**config.mk**
```make
export PLATFORM = sky130hd
export DESIGN_NAME = ascii_hex_word_parser
export DESIGN_NICKNAME = d
export VERILOG_FILES = /design/src/rtl/ascii_hex_word_parser.sv
export SDC_FILE = /design/constraint.sdc
export NUM_CORES = 1
export LEC_CHECK = 0
export ABC_AREA = 1
export BUFFER_PORTS_ARGS = -buffer_cell sky130_fd_sc_hd__clkbuf_2
export CAP_MARGIN = 20
export CELL_PAD_IN_SITES_DETAIL_PLACEMENT = 1
export CELL_PAD_IN_SITES_GLOBAL_PLACEMENT = 2
export CORE_MARGIN = 3
export CORE_UTILIZATION = 35
export CTS_CLUSTER_DIAMETER = 40
export DETAILED_ROUTE_END_ITERATION = 12
export MAX_ROUTING_LAYER = met4
export PLACE_DENSITY_LB_ADDON = 0.1
export SLEW_MARGIN = 10
export SYNTH_ARGS = -nofsm -noshare
export SYNTH_HDL_FRONTEND = slang
export SYNTH_SLANG_ARGS = --single-unit
export TNS_END_PERCENT = 50
```
**constraint.sdc**
```tcl
create_clock -name clk -period 2.8 [get_ports clk]
set_input_delay 0.56 -clock clk [delete_from_list [all_inputs] [get_ports clk]]
set_output_delay 0.56 -clock clk [all_outputs]
set_load 0.005 [all_outputs]
```
**src/rtl/ascii_hex_word_parser.sv**
```systemverilog
// ascii_hex_word_parser
// Packs a stream of ASCII hex characters (most-significant digit first) into
// words of NUM_DIGITS nibbles. A completed word appears on out/word_len with a
// one-cycle ready pulse. A non-hex byte gives a one-cycle error pulse and
// discards the partial word.
// Build option ASCII_HEX_DELIM_EN: space, CR, LF and ',' close an open word
// early (right-aligned, zero-extended) and are ignored when no word is open.
module ascii_hex_word_parser #(
  parameter  int NUM_DIGITS = 8,
  localparam int CNT_W      = $clog2(NUM_DIGITS + 1),
  localparam int W          = 4 * NUM_DIGITS
) (
  input  logic                    clk,
  input  logic                    reset,
  input  logic                    data_valid,
  input  logic [7:0]              transmitted_byte,
  output logic                    ready,
  output logic [4*NUM_DIGITS-1:0] out,
  output logic [CNT_W-1:0]        word_len,
  output logic                    error
);

  if (NUM_DIGITS < 2 || NUM_DIGITS > 16) begin : g_bad_num_digits
    $error("ascii_hex_word_parser: NUM_DIGITS must be in 2..16");
  end

  typedef enum logic [1:0] {
    IDLE,
    COLLECT,
    EMIT
  } state_t;

  state_t           state_q;
  logic [W-1:0]     acc_q;
  logic [CNT_W-1:0] cnt_q;
  logic [W-1:0]     out_q;
  logic [CNT_W-1:0] len_q;
  logic             ready_q;
  logic             error_q;

  logic             is_hex;
  logic             is_delim;
  logic [3:0]       nibble;

  // Character decode: hex digit value, hex flag and delimiter flag.
  always_comb begin
    is_hex   = 1'b0;
    is_delim = 1'b0;
    nibble   = '0;
    if (transmitted_byte >= 8'h30 && transmitted_byte <= 8'h39) begin
      is_hex = 1'b1;
      nibble = 4'(transmitted_byte - 8'h30);
    end else if (transmitted_byte >= 8'h41 && transmitted_byte <= 8'h46) begin
      is_hex = 1'b1;
      nibble = 4'(transmitted_byte - 8'h37);
    end else if (transmitted_byte >= 8'h61 && transmitted_byte <= 8'h66) begin
      is_hex = 1'b1;
      nibble = 4'(transmitted_byte - 8'h57);
    end
`ifdef ASCII_HEX_DELIM_EN
    if (transmitted_byte == 8'h20 || transmitted_byte == 8'h0D ||
        transmitted_byte == 8'h0A || transmitted_byte == 8'h2C) begin
      is_delim = 1'b1;
    end
`endif
  end

  // Word assembly FSM with registered ready/error pulses and held out/word_len.
  always_ff @(posedge clk) begin
    if (reset) begin
      state_q <= IDLE;
      acc_q   <= '0;
      cnt_q   <= '0;
      out_q   <= '0;
      len_q   <= '0;
      ready_q <= 1'b0;
      error_q <= 1'b0;
    end else begin
      ready_q <= 1'b0;
      error_q <= 1'b0;
      case (state_q)
        // EMIT publishes the finished word and then treats any incoming byte
        // exactly like IDLE, so back-to-back words lose no character.
        IDLE, EMIT: begin
          if (state_q == EMIT) begin
            out_q   <= acc_q;
            len_q   <= cnt_q;
            ready_q <= 1'b1;
            acc_q   <= '0;
            cnt_q   <= '0;
            state_q <= IDLE;
          end
          if (data_valid) begin
            if (is_hex) begin
              acc_q   <= {{(W-4){1'b0}}, nibble};
              cnt_q   <= CNT_W'(1);
              state_q <= COLLECT;
            end else if (!is_delim) begin
              error_q <= 1'b1;
            end
          end
        end
        COLLECT: begin
          if (data_valid) begin
            if (is_hex) begin
              acc_q <= {acc_q[W-5:0], nibble};
              cnt_q <= cnt_q + CNT_W'(1);
              if (cnt_q == CNT_W'(NUM_DIGITS - 1)) begin
                state_q <= EMIT;
              end
            end else if (is_delim) begin
              state_q <= EMIT;
            end else begin
              error_q <= 1'b1;
              acc_q   <= '0;
              cnt_q   <= '0;
              state_q <= IDLE;
            end
          end
        end
        default: begin
          acc_q   <= '0;
          cnt_q   <= '0;
          state_q <= IDLE;
        end
      endcase
    end
  end

  assign ready    = ready_q;
  assign error    = error_q;
  assign out      = out_q;
  assign word_len = len_q;

endmodule

```
==> summary.txt <==
Placed design
  – Detailed Place HPWL: 5.67 mm
  – PortBufs: 48
  – RD Place Congestion: ~0.8
  – Placed cell areas: roughly 0.0037 mm^2

Worst setup path
  – Reg2reg path depth: 5
  – Max FO, Critical Path: 33
  – Worst path arrival time: 2.21 ns
  – CP endpoint kind: register
  – R2r endpoint: out[11]$_SDFFE_PP0P_
  – CP Launch Type: input pin
  – CP bufs+invs: 2
  – CP max stage delay: 0.35 ns
  – Slowest CP cell: nand2_4
  – Crit path required time: 3.09 ns
  – Setup slack, reg-to-reg: just under 1 ns
  – Levels on crit path: 12
  – Cells along the critical path: clkbuf_2, inv_1, ha_1, nand2_1, nand3_1, nand2_2, nand2_4, nand2_2, nand3_2, nand2_4, nand2_1, a21oi_1
  – Top delay family on crit path: simple AND/OR/NAND/NOR gates
  – Worst reg2reg startpoint: state_q[1]$_SDFFE_PP0P_
  – Crit path capture: acc_q[16]$_SDFFE_PP0P_
  – Critical Path Source: transmitted_byte[0]
  – Crit path kind: in -> reg

Clocking
  – Post_cts resized: 0
  – CTS tree: yes
  – Post-CTS setup buffers: 0
  – CTS clk-pin slew, worst paths: 0.09 ns
  – Htree depth: 3
  – CTS Root Cell: clkbuf_8
  – CTS Sinks: 76
  – Hold-fix buffer count after cts: 0
  – Worst-Skew Late Latency: 0.35 ns
  – Max Root-Sink Buffers: 2
  – TritonCTS Buffers: 9

STA
  – Achievable Freq: around 520 MHz
  – Slew HR: 0.630
  – Final Max Tran Viols: 0
  – Period utilization: 0.686
  – Final hold vios: 0
  – Final-report setup violation count: 0
  – Tmin final: just under 2 ns
  – Final TNS setup: 0 ns
  – Unrepaired setup endpoints after global routing: no
  – Final hold slack: 0.467 ns
  – Final setup skew: about 0.013 ns
  – Slew at the pin closest to its max-slew limit: 0.554 ns

Layout
  – Final instance area: 0.00392 mm^2
  – Fill cell count: about 1200
  – Share of layout cells above drive strength 1: 0.212
  – Area grow syn2layout: 15.3%
  – Layout Utilization: 0.420
  – # diodes: 0
  – Final-stage net count: 505

Power and ir drop
  – Cell internal pwr: 0.00164 W
  – Sw Share: 0.228
  – Peak VDD IR: 0.194 mV
  – Clock power share: 0.442
  – Combinational share of power: 0.047
  – Sequential Power Share: 0.510
  – Leakage: 1.50 nW
  – P_sw: 0.000486 W
  – PwrDens: between 500 and 600 mW/mm^2
  – Total power: 0.00213 W

Synthesis
  – Avg Inst Size Synth: ~7.5 um^2
  – Yosys warnings: 0
  – Seq/Total Area, Yosys: 0.447
  – FF+latch count, synth: 76
  – Syn Inst Count: 456
  – Synth Cell Area: 0.00340 mm^2
  – Synth unique cells: 27
  – Syn_nets: 471

Global routing
  – Tot GR Track Use: 0.175
  – Largest net degree at the start of global routing: just under 70
  – GRT overflow: 0
  – Initial antenna violation count: 0
  – Number of global-route vias before repair: 3284
  – First-pass GRT wire length: 15.4 mm

Routing
  – Routed len/inst: 14.2 um
  – Initial drt markers: about 140
  – Via count: 3087
  – Total Wirelength: 8.83 mm
  – Vias per std cell: approximately 4.9
  – Post-route DRC: 0
  – Final ANT Viol Nets: 0
  – Pre-Repair DR Iteration Count: 4

Die
  – # rows: 35
  – IO Count: 49
  – Initial cell density of the core: 0.365
  – Area of the core: 0.00933 mm^2
  – Total die area: 0.0109 mm^2
  – Die Height: 105 um
  – Die Wd: 105 um

Status
  – Status: completed

Hold path
  – Worst hold path type: reg -> reg

Job
  – Max-capacitance violation count: 0
-- final cells by class --
type	instances	area (um^2)	share of cell area
Multi-Input combinational cell	308	1560	0.398
Clock inverter	5	85.1	0.0217
Inverter	42	160	0.0408
Sequential cell	76	1520	0.388
Clock buffer	11	141	0.0361
Tap cell	129	161	0.0412
Timing Repair Buffer	53	290	0.0740
-- cells in the mapped netlist --
cell type | count | area (um^2)
nand3_1 | 39 | 195
or2_2 | 1 | 6.26
buf_6 | 4 | 45.0
nand3_2 | 1 | 10.0
buf_2 | 12 | 60.1
clkbuf_1 | 12 | 45.0
xnor2_1 | 1 | 8.76
inv_2 | 5 | 18.8
nor2_1 | 54 | 203
o21ai_0 | 46 | 230
nand3b_1 | 1 | 7.51
buf_8 | 1 | 15.0
nor3_1 | 2 | 10.0
nand2_1 | 47 | 176
nor2_8 | 1 | 20.0
inv_1 | 36 | 135
nand4_1 | 4 | 25.0
nand2_4 | 2 | 22.5
inv_4 | 1 | 6.26
nor2_4 | 1 | 11.3
dfxtp_1 | 76 | 1520
nand2_2 | 13 | 81.3
a21oi_1 | 57 | 285
clkbuf_2 | 1 | 5.00
a21oi_2 | 10 | 87.6
ha_1 | 4 | 50.1
o21ai_1 | 24 | 120
-- placed cells by master (no fill, tap or decap), drive strengths merged, types with 4 or more instances in the layout --
cell / count
ha: 4
clkbuf: 59
inv: 42
dfxtp: 76
o21ai: 70
nand3: 40
a21oi: 67
nand2: 62
nand4: 4
nor2: 56
buf: 5
-- flip-flops by register name (all words and copies together) (netlist names) --
name	cells
ready	1
word_len	4
error	1
state_q	2
acc_q	32
cnt_q	4
out	32
-- worst min path at each step --
stage | start | to | slack [ns] | cells after the start
2_1_floorplan | acc_q[31]$_SDFFE_PP0P_ | acc_q[31]$_SDFFE_PP0P_ | 0.44 | 2
3_3_place_gp | acc_q[30]$_SDFFE_PP0P_ | acc_q[30]$_SDFFE_PP0P_ | 0.45 | 2
3_5_place_dp | acc_q[31]$_SDFFE_PP0P_ | acc_q[31]$_SDFFE_PP0P_ | 0.46 | 2
4_1_cts | acc_q[31]$_SDFFE_PP0P_ | acc_q[31]$_SDFFE_PP0P_ | 0.47 | 2
5_1_grt | acc_q[30]$_SDFFE_PP0P_ | acc_q[30]$_SDFFE_PP0P_ | 0.49 | 2
6_report | acc_q[31]$_SDFFE_PP0P_ | acc_q[31]$_SDFFE_PP0P_ | 0.47 | 2
-- per-stage QoR --
| stage | setup slack (ns) | instances |
|---|---|---|
| 2_1_floorplan | 1.08 | 456 |
| 3_3_place_gp | 0.600 | 608 |
| 3_5_place_dp | 0.494 | 608 |
| 4_1_cts | 0.868 | 624 |
| 5_1_grt | 0.661 | 624 |
| 6_report | 0.878 | 624 |
-- power by group through the flow --
stage | clock, W | combinational [W] | sequential, W
2_1_floorplan | 0 | 0.0000726 | 0.00111
3_3_place_gp | 0 | 0.000100 | 0.00111
3_5_place_dp | 0 | 0.000102 | 0.00111
4_1_cts | 0.000979 | 0.000102 | 0.00109
5_1_grt | 0.00103 | 0.000114 | 0.00109
6_report | 0.000942 | 0.000101 | 0.00109
-- worst min-delay path: stages (launching register included) --
cell and delay [ns]:
dfxtp_1 0.32, nand2_1 0.06, a21oi_1 0.05
-- per-layer routing --
layer	wire length, um	GRT usage	share of wire	vias up
met4	147	0.0562	0.017	0
met2	4270	0.293	0.48	37
met5	0	-	0	-
met3	214	0.0284	0.024	14
met1	4200	0.215	0.48	1463
li1	-	-	-	1573
-- kinds of logic after synthesis --
kind of cell | share of synthesized area
simple gates | 0.226
compound gates | 0.213
flops | 0.447
buf+inv | 0.0971
fa+ha+maj | 0.0147
xor+xnor | 0.00257
Note: power is estimated with default switching activity, not from simulation.
